**src/rtl/uart_tx_arb_pkg.sv**
```systemverilog
// Shared types and helpers for the UART TX arbiter.
// The header feature is enabled by defining UART_TX_ARB_HDR_EN.
package uart_tx_arb_pkg;

  typedef enum logic [1:0] {
    ST_IDLE = 2'd0,
    ST_HDR  = 2'd1,
    ST_XFER = 2'd2
  } arb_state_t;

  // MSB value of a header byte, marking it apart from payload.
  localparam logic HDR_MARKER = 1'b1;

  function automatic int idx_width(input int n);
    return (n > 1) ? $clog2(n) : 1;
  endfunction

endpackage

```
**src/rtl/uart_rr_picker.sv**
```systemverilog
// Combinational round-robin selector: first active request after last_grant.
module uart_rr_picker
  import uart_tx_arb_pkg::*;
#(
  parameter int NUM_REQ = 4,
  localparam int IDX_W = idx_width(NUM_REQ)
) (
  input  logic [NUM_REQ-1:0] req,
  input  logic [IDX_W-1:0]   last_grant,
  output logic               any,
  output logic [NUM_REQ-1:0] onehot,
  output logic [IDX_W-1:0]   index
);

  logic             found;
  logic [IDX_W-1:0] cand;

  assign any = |req;

  // Walk from last_grant+1 around the ring; the first hit wins.
  always_comb begin
    onehot = '0;
    index  = '0;
    found  = 1'b0;
    cand   = '0;
    for (int off = 1; off <= NUM_REQ; off++) begin
      cand = IDX_W'((int'(last_grant) + off) % NUM_REQ);
      if (!found && req[cand]) begin
        found         = 1'b1;
        onehot[cand]  = 1'b1;
        index         = cand;
      end
    end
  end

endmodule

```
**src/rtl/uart_tx_arbiter.sv**
```systemverilog
// Round-robin arbiter sharing the UART TX FIFO write port among byte streams.
// Define UART_TX_ARB_HDR_EN to prefix each burst with a requester header byte.
module uart_tx_arbiter
  import uart_tx_arb_pkg::*;
#(
  parameter int NUM_REQ       = 4,
  parameter int FIFO_WIDTH    = 8,
  parameter int MAX_BURST     = 16,
  parameter int STALL_TIMEOUT = 64
) (
  input  logic                          clk,
  input  logic                          rst_n,
  input  logic                          enable,
  input  logic [NUM_REQ-1:0]            req_valid,
  input  logic [NUM_REQ*FIFO_WIDTH-1:0] req_data,
  input  logic [NUM_REQ-1:0]            req_last,
  output logic [NUM_REQ-1:0]            req_ready,
  input  logic                          full,
  output logic                          wr_en,
  output logic [FIFO_WIDTH-1:0]         data_in,
  output logic                          tx_enable,
  output logic [NUM_REQ-1:0]            grant,
  output logic                          busy
);

  localparam int IDX_W = idx_width(NUM_REQ);
  localparam int BW    = $clog2(MAX_BURST + 1);
  localparam int SW    = $clog2(STALL_TIMEOUT + 1);

  localparam logic [BW-1:0]    BURST_LAST = BW'(MAX_BURST - 1);
  localparam logic [SW-1:0]    STALL_LAST = SW'(STALL_TIMEOUT - 1);
  localparam logic [SW-1:0]    STALL_MAX  = SW'(STALL_TIMEOUT);
  localparam logic [IDX_W-1:0] LAST_INIT  = IDX_W'(NUM_REQ - 1);

  arb_state_t state, state_next;

  logic [IDX_W-1:0]      grant_idx;
  logic [IDX_W-1:0]      last_grant;
  logic [BW-1:0]         burst_cnt;
  logic [SW-1:0]         stall_cnt;

  logic                  pick_any;
  logic [NUM_REQ-1:0]    pick_onehot;
  logic [IDX_W-1:0]      pick_index;

  logic                  granted_valid;
  logic                  granted_last;
  logic [FIFO_WIDTH-1:0] granted_data;
  logic                  start;
  logic                  finish;

  uart_rr_picker #(
    .NUM_REQ (NUM_REQ)
  ) u_picker (
    .req        (req_valid),
    .last_grant (last_grant),
    .any        (pick_any),
    .onehot     (pick_onehot),
    .index      (pick_index)
  );

  assign granted_valid = req_valid[grant_idx];
  assign granted_last  = req_last[grant_idx];
  assign granted_data  = req_data[int'(grant_idx)*FIFO_WIDTH +: FIFO_WIDTH];
  assign busy          = (state != ST_IDLE);

`ifdef UART_TX_ARB_HDR_EN
  localparam arb_state_t GRANT_STATE = ST_HDR;

  logic [FIFO_WIDTH-1:0] hdr_byte;

  always_comb begin
    hdr_byte                  = '0;
    hdr_byte[FIFO_WIDTH-1]    = HDR_MARKER;
    hdr_byte[IDX_W-1:0]       = grant_idx;
  end
`else
  localparam arb_state_t GRANT_STATE = ST_XFER;
`endif

  always_ff @(posedge clk or negedge rst_n) begin
    if (!rst_n) begin
      state     <= ST_IDLE;
      tx_enable <= 1'b0;
    end else begin
      state     <= state_next;
      tx_enable <= enable;
    end
  end

  // Write strobe and handshake are combinational so full throttles the same cycle.
  always_comb begin
    state_next = state;
    wr_en      = 1'b0;
    req_ready  = '0;
    data_in    = '0;
    start      = 1'b0;
    finish     = 1'b0;
    case (state)
      ST_IDLE: begin
        if (enable && pick_any) begin
          start      = 1'b1;
          state_next = GRANT_STATE;
        end
      end
`ifdef UART_TX_ARB_HDR_EN
      ST_HDR: begin
        data_in = hdr_byte;
        wr_en   = !full;
        if (!full) begin
          state_next = ST_XFER;
        end
      end
`endif
      ST_XFER: begin
        data_in   = granted_data;
        wr_en     = granted_valid && !full;
        req_ready = wr_en ? grant : '0;
        if (wr_en && (granted_last || burst_cnt == BURST_LAST)) begin
          finish = 1'b1;
        end else if (!granted_valid && stall_cnt == STALL_LAST) begin
          finish = 1'b1;
        end
        if (finish) begin
          state_next = ST_IDLE;
        end
      end
      default: state_next = ST_IDLE;
    endcase
  end

  // Ownership is latched at grant time; last_grant advances when the burst ends.
  always_ff @(posedge clk or negedge rst_n) begin
    if (!rst_n) begin
      grant      <= '0;
      grant_idx  <= '0;
      last_grant <= LAST_INIT;
    end else if (start) begin
      grant      <= pick_onehot;
      grant_idx  <= pick_index;
    end else if (finish) begin
      grant      <= '0;
      last_grant <= grant_idx;
    end
  end

  always_ff @(posedge clk or negedge rst_n) begin
    if (!rst_n) begin
      burst_cnt <= '0;
      stall_cnt <= '0;
    end else if (start) begin
      burst_cnt <= '0;
      stall_cnt <= '0;
    end else if (state == ST_XFER) begin
      if (wr_en) begin
        burst_cnt <= burst_cnt + BW'(1);
      end
      if (granted_valid) begin
        stall_cnt <= '0;
      end else if (stall_cnt != STALL_MAX) begin
        stall_cnt <= stall_cnt + SW'(1);
      end
    end
  end

endmodule

```
**config.mk**
```make
export PLATFORM = sky130hd
export DESIGN_NAME = uart_tx_arbiter
export DESIGN_NICKNAME = d
export VERILOG_FILES = /design/src/rtl/uart_tx_arb_pkg.sv /design/src/rtl/uart_rr_picker.sv /design/src/rtl/uart_tx_arbiter.sv
export SDC_FILE = /design/constraint.sdc
export NUM_CORES = 1
export LEC_CHECK = 0
export ABC_AREA = 1
export BUFFER_PORTS_ARGS = -buffer_cell sky130_fd_sc_hd__buf_2
export CAP_MARGIN = 20
export CORE_MARGIN = 2
export CORE_UTILIZATION = 51
export CTS_BUF_LIST = sky130_fd_sc_hd__clkbuf_8 sky130_fd_sc_hd__clkbuf_16
export DETAILED_ROUTE_END_ITERATION = 10
export GPL_ROUTABILITY_DRIVEN = 1
export GPL_TIMING_DRIVEN = 0
export PLACE_DENSITY = 0.8
export SLEW_MARGIN = 20
export SYNTH_ARGS = -nofsm -noshare
export SYNTH_HDL_FRONTEND = slang
export SYNTH_SLANG_ARGS = --single-unit
export TNS_END_PERCENT = 100
```
**constraint.sdc**
```tcl
create_clock -name clk -period 2.8 [get_ports clk]
set_clock_uncertainty 0.2 [all_clocks]
set_input_delay 0.56 -clock clk [delete_from_list [all_inputs] [get_ports clk]]
set_output_delay 0.56 -clock clk [all_outputs]
set_load 0.02 [all_outputs]
```
== Word level (Yosys, flattened, before mapping) ==
Index checks and enable logic that the tools add are counted.

* Flip-flop bits (word level): 23
* Input bits: 44
* Word-level logic and storage cells: 114
* Output and inout port bits: 19

* Shift-type cells: 1
* Bitwise operators: 4
* Mux-type cells: 53
* $lt $le $gt $ge: 9
* Reduce and logical (&&, ||, !) cells: 28
* Add/sub/neg operators: 6
* Equal/unequal tests: 6

{| class="wikitable"
|+ Operator list
! operator !! number
|-
| 4-bit two-way mux || 8
|-
| 32-bit by 6-bit indexed part select with 8-bit output || 1
|-
| 7-bit two-way mux || 4
|-
| 1-bit two-way mux || 20
|-
| 2-bit by 3-bit less-than comparator with 1-bit output, second input constant || 5
|-
| 5-bit two-way mux || 3
|-
| 1-bit binary-select mux with 2-bit select || 6
|-
| 2-bit two-way mux || 6
|-
| 4-bit bitwise OR || 3
|-
| 1-bit logical AND || 11
|-
| 1-bit demux with 2-bit select || 4
|-
| 2-bit by 1-bit >= comparator with 1-bit output, second input constant || 4
|-
| 8-bit two-way mux || 1
|-
| 2-bit AND reduction || 4
|-
| 2-bit nonzero test || 4
|-
| 7-bit by 1-bit adder with 7-bit output, second input constant || 1
|-
| 7-bit by 6-bit == test with 1-bit output, second input constant || 1
|-
| 7-bit != test, second input constant || 1
|-
| 5-bit by 1-bit adder with 5-bit output, second input constant || 1
|-
| 5-bit by 4-bit == test with 1-bit output, second input constant || 1
|-
| 1-bit zero test || 5
|-
| 2-bit by 1-bit adder with 2-bit output, second input constant || 2
|-
| 2-bit adder, second input constant || 2
|-
| 2-bit != test, second input constant || 2
|-
| 7 further kinds || 7
|}

== Depth between registers and ports, before layout ==
Gate-level depths: netlist (run 1).

* Word-level depth: 14
* Mapped depth: 11

== By module ==
Synthesis (run 1) repeated with hierarchy kept, for this count alone.

* Cell total of the unflattened synthesis: 299
* Area total of the unflattened synthesis: 2103.3 um2

{| class="wikitable"
|+ Modules (own cells, without submodules)
! module !! cells each !! area an instance (um2) !! times used
|-
| uart_tx_arbiter || 216 || 1541.5 || 1
|-
| uart_rr_picker || 83 || 561.8 || 1
|}

== Least setup slack after synthesis (run 1) ==
OpenSTA, ideal clock, no wires.

* Kind: flip-flop to output port
* Start point: reg grant_idx[0]
* End point: out data_in[6]
* Slack: 0.717 ns
* Cell stages (with the launch flop): 7
* Data arrival time: 1.323 ns
* Cells stage by stage: dfrtp_1 > buf_2 > buf_2 > nor2_1 > nor2_1 > o21ai_0 > a21oi_1

* Word-level cells in the longest chain between the ends: 2

{| class="wikitable"
|+ RTL lines
! what !! line !! RTL
|-
| start, declared || uart_tx_arbiter.sv:37 || <nowiki>logic [IDX_W-1:0] grant_idx;</nowiki>
|-
| start signal, assigned || uart_tx_arbiter.sv:140 || <nowiki>grant_idx <= pick_index;</nowiki>
|-
| 32-bit by 6-bit indexed part select with 8-bit output || uart_tx_arbiter.sv:64 || <nowiki>assign granted_data = req_data[int'(grant_idx)*FIFO_WIDTH +: FIFO_WIDTH];</nowiki>
|-
| 8-bit two-way mux || uart_tx_arbiter.sv:99 || <nowiki>case (state)</nowiki>
|-
| end, declared || uart_tx_arbiter.sv:20 || <nowiki>output logic [FIFO_WIDTH-1:0] data_in,</nowiki>
|}

Every way passes these cells.

== Worst setup path after layout (run 1) ==
* Start point: reg grant_idx[0]
* End point: out data_in[1]

Same word-level chain as after synthesis.

==> impl_metrics.yaml, run 1 <==
outcome:
  status: "complete, no violations"
place:
  dpl-instance-area_um2: 2262
  dpl.cell_count: 391
  dp_hpwl_um: 3576
  gp_congestion: 0.9034
  port_buffers: 62
clocking:
  root_buffer: "clkbuf_8"
  clk_path_buf_depth: 2
  post_cts_resized: 0
  clk_pin_slew_ps: 80
  numCtsBuffers: 3
  insertion_delay_ps: 270
  htree_levels: 1
  clkSinkCount: 22
  cts_tree: "built"
  post_cts_buffers: 0
  cts_hold_buf: 0
drt:
  wl_met1_um: 2010
  wl_met2_um: 2291
  routed_via_density: 5.208
  drt-initial-drc-count: 65
  routed_wl_um: 4772
  wl_per_cell_um: 12.08
  antenna_left: 0
  met3_length_um: 446
  routed-via-count: 2057
  post-route-drc-count: 0
  dr.pass1.iters: 4
  dr.max_layer_used: "met4"
global_routing:
  grt_use_total: 0.2281
  grt_pass1_vias: 1810
  grt_pass1_wl_um: 7638
  grt_start_max_net_pins: 23
  antenna_found_initial: 0
  grt-ovfl-total: 0
setup_path:
  crit_required_ps: 2040
  cp_slowest_cell: "dfrtp_1"
  end_kind: "output port"
  critPathLaunch: "grant_idx[0]$_DFFE_PN0N_"
  path_buf_inv: 3
  cp_max_fo: 10
  critPathTopFamily: "buffers and inverters"
  path_class: "reg -> out"
  cpPeakStageDelay_ps: 400
  cpMostUsedCell: "buf_2"
  arrival_ps: 1770
  critPathLaunchType: "flop"
  crit_chain: "buf_2, buf_2, nor2_1, nor2_1, o21ai_0, a21oi_1, buf_2"
  reg2reg_from: "last_grant[0]$_DFFE_PN1P_"
yosys:
  ys_ff_latch: 22
  syn_area_um2: 1892
  netlist_instances: 281
  ys_warn_count: 0
  synth_sequential_area_ratio: 0.2923
  yosysUniqueCellTypes: 26
  avgSynthCellArea_um2: 6.732
  synth.net_count: 337
floorplanning:
  ios: 63
  die_x_um: 64.91
  start_util: 0.5246
  die_area_um2: 4213
  core_area_um2: 3606
  chipHeight_um: 64.91
  row_count: 22
layout:
  final_layout_size_suffix_gt1_frac: 0.2824
  fill_cells: 337
  seq_area_um2: 553.0
  areaGrowthSynthToFinish_pct: 22.49
  antennaDiodeCount: 0
  final_nets: 404
  final_common_cell: "buf_2"
  instances_no_fill: 395
  final_cell_mix: "buf_2, nand2_1, nor2_1"
  multi_input_area_um2: 1190
  fin_area_um2: 2317
power:
  ir_drop_v: 0.0004794
  total_leakage_power_nw: 1.214
  design_power_total_mw: 2.198
  powerDensity_nw_per_um2: 948.5
sta:
  finalHoldViolCount: 0
  whs_ps: 40.08
  fmax_mhz: 395.8
  min_period_ps: 2526
  setup_viol: 0
  min_period_over_period: 0.9023
  tightest_slew_ps: 493.9
  rsz0062_at_grt: "no"
  timing.setup.tns_ps: 0
  maxSlewHeadroom: 0.6707
  finalMaxSlewViolations: 0
worst_hold_path:
  hold_class: "in -> async"
flow_run:
  max_cap_viol_count: 0
==> registers in the layout, summed over array words and instances (netlist names) <==
register    count
burst_cnt       5
tx_enable       1
state           1
grant_idx       2
last_grant      2
grant           4
stall_cnt       7
==> stage by stage <==
step	utilization	setup slack (ps)
3_3_place_gp	0.6273	586.1
2_1_floorplan	-	716.8
4_1_cts	0.6426	280.7
5_1_grt	0.6426	112.9
3_5_place_dp	0.6273	580.5
6_report	0.6426	273.7
==> routing by layer <==
layer	vias to the layer above	track usage
li1	1049	-
met1	915	0.2695
met2	91	0.4201
met3	2	0.05556
met4	0	0.03989
met5	-	0
==> cell usage after synthesis <==
cell type	n	area, um2
dfrtp_1	20	500.5
nand2_1	60	225.2
nand3_1	24	120.1
o21ai_0	27	135.1
nor2_2	3	18.77
nor3_1	3	15.01
nor2_1	43	161.4
nor2_4	2	22.52
o21ai_1	3	15.01
xor2_1	3	26.28
a21oi_4	1	16.27
nand2_4	3	33.78
ha_1	12	150.1
inv_2	4	15.01
a21oi_1	16	80.08
buf_2	5	25.02
a21boi_0	5	37.54
nand4_1	6	37.54
o21ai_2	1	8.760
inv_1	24	90.09
nand3_2	4	40.04
xnor2_1	1	8.760
dfstp_2	2	52.55
clkbuf_1	2	7.510
nand2_2	6	37.54
buf_6	1	11.26
==> cell families (layout without fill, tap and decap cells) <==
kind of cell,after synthesis,after routing,share of synthesized area
xor gates and xnor gates,4,4,0.01852
buffers and inverters,36,102,0.07870
AOI/OAI and AO/OA,53,53,0.1548
and+or+nand+nor,154,154,0.3763
adders and majority gates,12,12,0.07936
DFF,22,22,0.2923
==> worst paths after layout <==
kind	endpoint	slack (ps)	depth (start not counted)
worst max-delay path	data_in[1]	270	7
worst min-delay path	stall_cnt[2]$_DFFE_PN0P_	40	1
worst max register to register	grant[0]$_DFFE_PN0P_	550	10
worst min register to register	burst_cnt[4]$_DFFE_PN0P_	290	2
max in group asynchronous	last_grant[1]$_DFFE_PN1P_	2000	1
min in group clk	tx_enable$_DFF_PN0_	210	1
==> where the power goes <==
| group | internal, mW | switching [mW] | leakage (nW) |
|---|---|---|---|
| Clock | 0.126 | 0.104 | 0.0288 |
| Combinational | 0.487 | 0.957 | 0.900 |
| Sequential | 0.412 | 0.112 | 0.285 |
==> area by class of cell <==
cell class / count / area share
multi-input cells: 223 / 0.5135
flip-flops and latches: 22 / 0.2387
repair buffers: 62 / 0.1339
inverters: 28 / 0.04536
well taps: 48 / 0.02592
clock buffers: 4 / 0.02376
plain buffers: 8 / 0.01890
No activity file was read; power rests on OpenSTA's default activity.
==> run 2, diff against run 1 <==
--- a/config.mk
+++ b/config.mk
@@ -5,7 +5,7 @@
 export SDC_FILE = /design/constraint.sdc
 export NUM_CORES = 1
 export LEC_CHECK = 0
-export ABC_AREA = 1
+export ABC_AREA = 0
 export BUFFER_PORTS_ARGS = -buffer_cell sky130_fd_sc_hd__buf_2
 export CAP_MARGIN = 20
 export CORE_MARGIN = 2
@@ -14,7 +14,7 @@
 export DETAILED_ROUTE_END_ITERATION = 10
 export GPL_ROUTABILITY_DRIVEN = 1
 export GPL_TIMING_DRIVEN = 0
-export PLACE_DENSITY = 0.8
+export PLACE_DENSITY = 0.79
 export SLEW_MARGIN = 20
 export SYNTH_ARGS = -nofsm -noshare
 export SYNTH_HDL_FRONTEND = slang
==> impl_metrics.yaml, run 2 <==
yosys:
  synth_sequential_area_ratio: 0.2891
  synth.top_cell.area_share: 0.2616
  synthTopCellsByArea: "dfrtp_1, mux4_2, ha_1"
  syn_area_um2: 1913
  synth_common_cells: "dfrtp_1, inv_1, ha_1, mux4_2, nor2_1"
  ys_async_sr_fraction: 1.000
  ys_ff_latch: 22
  ys.flop_type: "dfrtp_1"
  yosysMostFrequentCell: "dfrtp_1"
  netlist_instances: 194
  synth.net_count: 250
  yosys.area.top_type: "dfrtp_1"
  synth_edf_count: 0
  ys_warn_count: 0
  yosysUniqueCellTypes: 45
  avgSynthCellArea_um2: 9.861
floorplanning:
  core_area_um2: 3633
  die_area_um2: 4257
  ios: 63
  start_util: 0.5265
  die_x_um: 65.25
  row_count: 22
  chipHeight_um: 65.25
sta:
  min_period_ps: 2730
  min_period_over_period: 0.9749
  whs_ps: 38.78
  setup_viol: 0
  finalHoldViolCount: 0
  tightest_slew_ps: 532.2
  finalMaxSlewViolations: 0
  maxSlewHeadroom: 0.6452
  timing.setup.tns_ps: 0
  fmax_mhz: 366.3
  rsz0062_at_grt: "no"
layout:
  largest_reg_flops: 7
  instances_no_fill: 309
  finish.utilization: 0.6556
  fin_area_um2: 2382
  final_layout_size_suffix_gt1_frac: 0.3602
  final_cell_mix: "buf_2, dfrtp_1, inv_1"
  final_common_cell: "buf_2"
  final_nets: 318
  antennaDiodeCount: 0
  areaGrowthSynthToFinish_pct: 24.53
  top_regs: "stall_cnt (7), burst_cnt (5), grant (4)"
  regMostFlops: "stall_cnt"
power:
  p_clk_frac: 0.134
  powerDensity_nw_per_um2: 940.2
  p_int_mw: 1.249
  power_frac_comb: 0.629
  total_leakage_power_nw: 1.149
  switching_share: 0.4424
  switchingPower_mw: 0.9910
  power_frac_seq: 0.237
  ir_drop_v: 0.0004303
drt:
  drt-initial-drc-count: 106
  antenna_left: 0
  routed_via_density: 5.851
  routed_wl_um: 4596
  dr.pass1.iters: 6
  wl_per_cell_um: 14.87
  routed-via-count: 1808
  post-route-drc-count: 0
place:
  port_buffers: 62
  gp_congestion: 0.8983
  dp_hpwl_um: 3464
  dpl-instance-area_um2: 2285
  dpl.cell_count: 304
clocking:
  cts_hold_buf: 0
  clk_pin_slew_ps: 80
  clkSinkCount: 22
  insertion_delay_ps: 270
  root_buffer: "clkbuf_8"
  htree_levels: 1
  cts_tree: "built"
  clk_path_buf_depth: 2
  numCtsBuffers: 3
global_routing:
  grt-ovfl-total: 0
  grt_start_max_net_pins: 23
  grt_pass1_vias: 1825
  antenna_found_initial: 0
  grt_use_total: 0.2285
  grt_pass1_wl_um: 7734
worst_hold_path:
  hold_class: "in -> async"
setup_path:
  path_class: "in -> out"
  cp_max_fo: 10
  end_kind: "output port"
  critPathLaunchType: "input port"
  arrival_ps: 1970
  crit_required_ps: 2040
flow_run:
  max_cap_viol_count: 0
outcome:
  status: "complete, no violations"
## run 2: changes by cell type after synthesis, sizes merged, moves of 9 or more
cell   change
a21oi     -10
and2       +9
inv       -12
mux4      +11
nand2     -62
nand3     -22
nor2      -38
o21ai     -22
## run 2: power groups by stage
stage / Sequential (mW) / Combinational (mW) / Clock (mW)
floorplan: 0.545 / 0.995 / 0
global placement: 0.543 / 1.32 / 0
detailed placement: 0.542 / 1.34 / 0
CTS: 0.528 / 1.37 / 0.302
global route: 0.546 / 1.55 / 0.316
finish: 0.531 / 1.41 / 0.299
## run 2: layout make-up
type | count | area (um2)
plain buffers | 13 | 65.06
clock buffers | 3 | 41.29
clock inverters | 1 | 30.03
fillers | 319 | 1251
inverters | 16 | 60.06
multi-input cells | 142 | 1247
flip-flops and latches | 22 | 553.0
well taps | 48 | 60.06
repair buffers | 64 | 325.3
## run 2: logic make-up (layout without fill, tap and decap cells)
group           Yosys count  in the layout  share of synthesized area
compound gates           48             48                     0.1903
xor+xnor                  3              3                    0.01374
simple gates             58             58                     0.1786
mux                      21             21                     0.1844
buf+inv                  30             97                    0.06540
fa+ha+maj                12             12                    0.07848
flops                    22             22                     0.2891
## run 2: worst paths after layout
check | startpoint | to | slack, ps | cells after the start
worst max-delay path | req_valid[0] | req_ready[1] | 70 | 6
worst min-delay path | rst_n | stall_cnt[5]$_DFFE_PN0P_ | 40 | 1
worst max register to register | last_grant[0]$_DFFE_PN1P_ | grant[3]$_DFFE_PN0P_ | 150 | 7
worst min register to register | burst_cnt[0]$_DFFE_PN0P_ | burst_cnt[0]$_DFFE_PN0P_ | 310 | 1
max in group asynchronous | rst_n | last_grant[1]$_DFFE_PN1P_ | 2010 | 1
min in group clk | enable | tx_enable$_DFF_PN0_ | 230 | 1
## run 2: critical path: stages
cell      delay (ps)
buf_2            110
buf_6            130
mux4_2           580
clkbuf_2         240
and3_1           200
buf_2            150
## run 2: per-layer routing
| layer | global-route usage | wire length, um | up-vias |
|---|---|---|---|
| li1 | - | - | 860 |
| met1 | 0.2691 | 1979 | 870 |
| met2 | 0.4171 | 2217 | 71 |
| met3 | 0.05822 | 364 | 7 |
| met4 | 0.04948 | 34 | 0 |
| met5 | 0 | 0 | - |
## run 2: metrics by stage
step,total power [mW],setup WS [ps]
global placement,1.860,-207.8
global route,2.417,15.09
detailed placement,1.882,-196.9
CTS,2.198,21.15
floorplan,1.540,49.09
finish,2.240,70.29
## run 2: timing repair
| action | 4_1_cts | 5_1_grt |
|---|---|---|
| buffers inserted | 1 | 1 |
| setup endpoints to repair | 4 | 5 |
| pin swaps | 0 | 0 |
| gates resized for setup | 2 | 3 |
==> run 3, diff against run 2 <==
--- a/config.mk
+++ b/config.mk
@@ -14,6 +14,7 @@
 export DETAILED_ROUTE_END_ITERATION = 10
 export GPL_ROUTABILITY_DRIVEN = 1
 export GPL_TIMING_DRIVEN = 0
+export MAX_ROUTING_LAYER = met4
 export PLACE_DENSITY = 0.79
 export SLEW_MARGIN = 20
 export SYNTH_ARGS = -nofsm -noshare
==> impl_metrics.yaml, run 3 (same netlist as run 2, synthesis figures left out) <==
outcome:
  status: "complete, no violations"
floorplanning:
  die_area_um2: 4257
  ios: 63
  start_util: 0.5265
  core_area_um2: 3633
  row_count: 22
  chipHeight_um: 65.25
  die_x_um: 65.25
layout:
  final_common_cell: "buf_2"
  areaGrowthSynthToFinish_pct: 24.53
  fin_area_um2: 2382
  final_nets: 318
  final_cell_mix: "buf_2, dfrtp_1, inv_1"
  top_regs: "stall_cnt (7), burst_cnt (5), grant (4)"
  largest_reg_flops: 7
  antennaDiodeCount: 0
  regMostFlops: "stall_cnt"
  final_layout_size_suffix_gt1_frac: 0.3602
sta:
  finalMaxSlewViolations: 0
  fmax_mhz: 366.3
  min_period_ps: 2730
  min_period_over_period: 0.9751
  rsz0062_at_grt: "no"
  whs_ps: 40.07
  setup_viol: 0
  tightest_slew_ps: 528.1
  timing.setup.tns_ps: 0
  setup_ws_ps: 69.79
  maxSlewHeadroom: 0.6479
  finalHoldViolCount: 0
worst_hold_path:
  hold_class: "in -> async"
drt:
  routed_via_density: 5.883
  antenna_left: 0
  drt-initial-drc-count: 110
  routed_wl_um: 4607
  dr.pass1.iters: 4
  wl_per_cell_um: 14.91
  post-route-drc-count: 0
  routed-via-count: 1818
global_routing:
  antenna_found_initial: 0
  grt_pass1_vias: 1820
  grt_start_max_net_pins: 23
  grt-ovfl-total: 0
  grt_use_total: 0.2350
  grt_pass1_wl_um: 7748
flow_run:
  max_cap_viol_count: 0
place:
  dp_hpwl_um: 3464
  gp_congestion: 0.9136
  port_buffers: 62
  dpl-instance-area_um2: 2285
  place_ws_ps: -196.9
clocking:
  clk_path_buf_depth: 2
  root_buffer: "clkbuf_8"
  clk_pin_slew_ps: 80
  cts_tree: "built"
  cts_hold_buf: 0
  numCtsBuffers: 3
  insertion_delay_ps: 270
  clkSinkCount: 22
  htree_levels: 1
power:
  powerDensity_nw_per_um2: 940.9
  total_leakage_power_nw: 1.149
  ir_drop_v: 0.0004306
  design_power_total_mw: 2.241
setup_path:
  critPathLaunchType: "input port"
  cpPeakStageDelay_ps: 580
  cp_slowest_cell: "mux4_2"
  cpMostUsedCell: "buf_2"
  path_class: "in -> out"
  cp_max_fo: 10
  crit_chain: "buf_2, buf_6, mux4_2, clkbuf_2, and3_1, buf_2"
  arrival_ps: 1970
  end_kind: "output port"
  crit_required_ps: 2040
  reg2regPathDepth: 7
## run 3: metrics by stage
stage,utilization,cells
after floorplan,-,194
after global placement,0.6288,304
after detailed placement,0.6288,304
after CTS,0.6505,308
after global routing,0.6556,309
final,0.6556,309
## run 3: repair_timing
action / in CTS / in global routing
resized for setup: 2 / 3
buffers inserted: 1 / 1
setup endpoints to repair: 4 / 5
## run 3: where the power goes
part           internal [mW]  switching [mW]  leakage [nW]
registers              0.420           0.111         0.281
logic                  0.637           0.775         0.832
clock network          0.191           0.106        0.0357
total                   1.25           0.993          1.15
## run 3: area by class of cell
cell class              count  area (um2)
plain buffers              13       65.06
clock buffers               3       41.29
clock inverters             1       30.03
fillers                   319        1251
inverters                  16       60.06
multi-input cells         142        1247
flip-flops and latches     22       553.0
well taps                  48       60.06
repair buffers             64       325.3
## run 3: critical path: cells and delay by family
| kind | cells | cell delay, ps |
|---|---|---|
| mux | 1 | 580 |
| simple gates | 1 | 200 |
| buf+inv | 4 | 630 |
## run 3: worst paths after layout
kind | start | to | slack, ps
setup reg to reg | last_grant[0]$_DFFE_PN1P_ | grant[3]$_DFFE_PN0P_ | 140
min in group clk | enable | tx_enable$_DFF_PN0_ | 230
hold reg to reg | burst_cnt[0]$_DFFE_PN0P_ | burst_cnt[0]$_DFFE_PN0P_ | 310
setup / recovery | req_valid[0] | req_ready[1] | 70
hold / removal | rst_n | stall_cnt[5]$_DFFE_PN0P_ | 40
max in group asynchronous | rst_n | last_grant[1]$_DFFE_PN1P_ | 2010
## run 3: per-layer routing
metal | part of all wire | wire [um] | vias up | track usage
li1 | - | - | 860 | -
met1 | 0.43 | 1981 | 880 | 0.2702
met2 | 0.48 | 2212 | 71 | 0.4171
met3 | 0.083 | 384 | 7 | 0.05822
met4 | 0.0063 | 29 | 0 | 0.04948
met5 | 0 | 0 | - | -
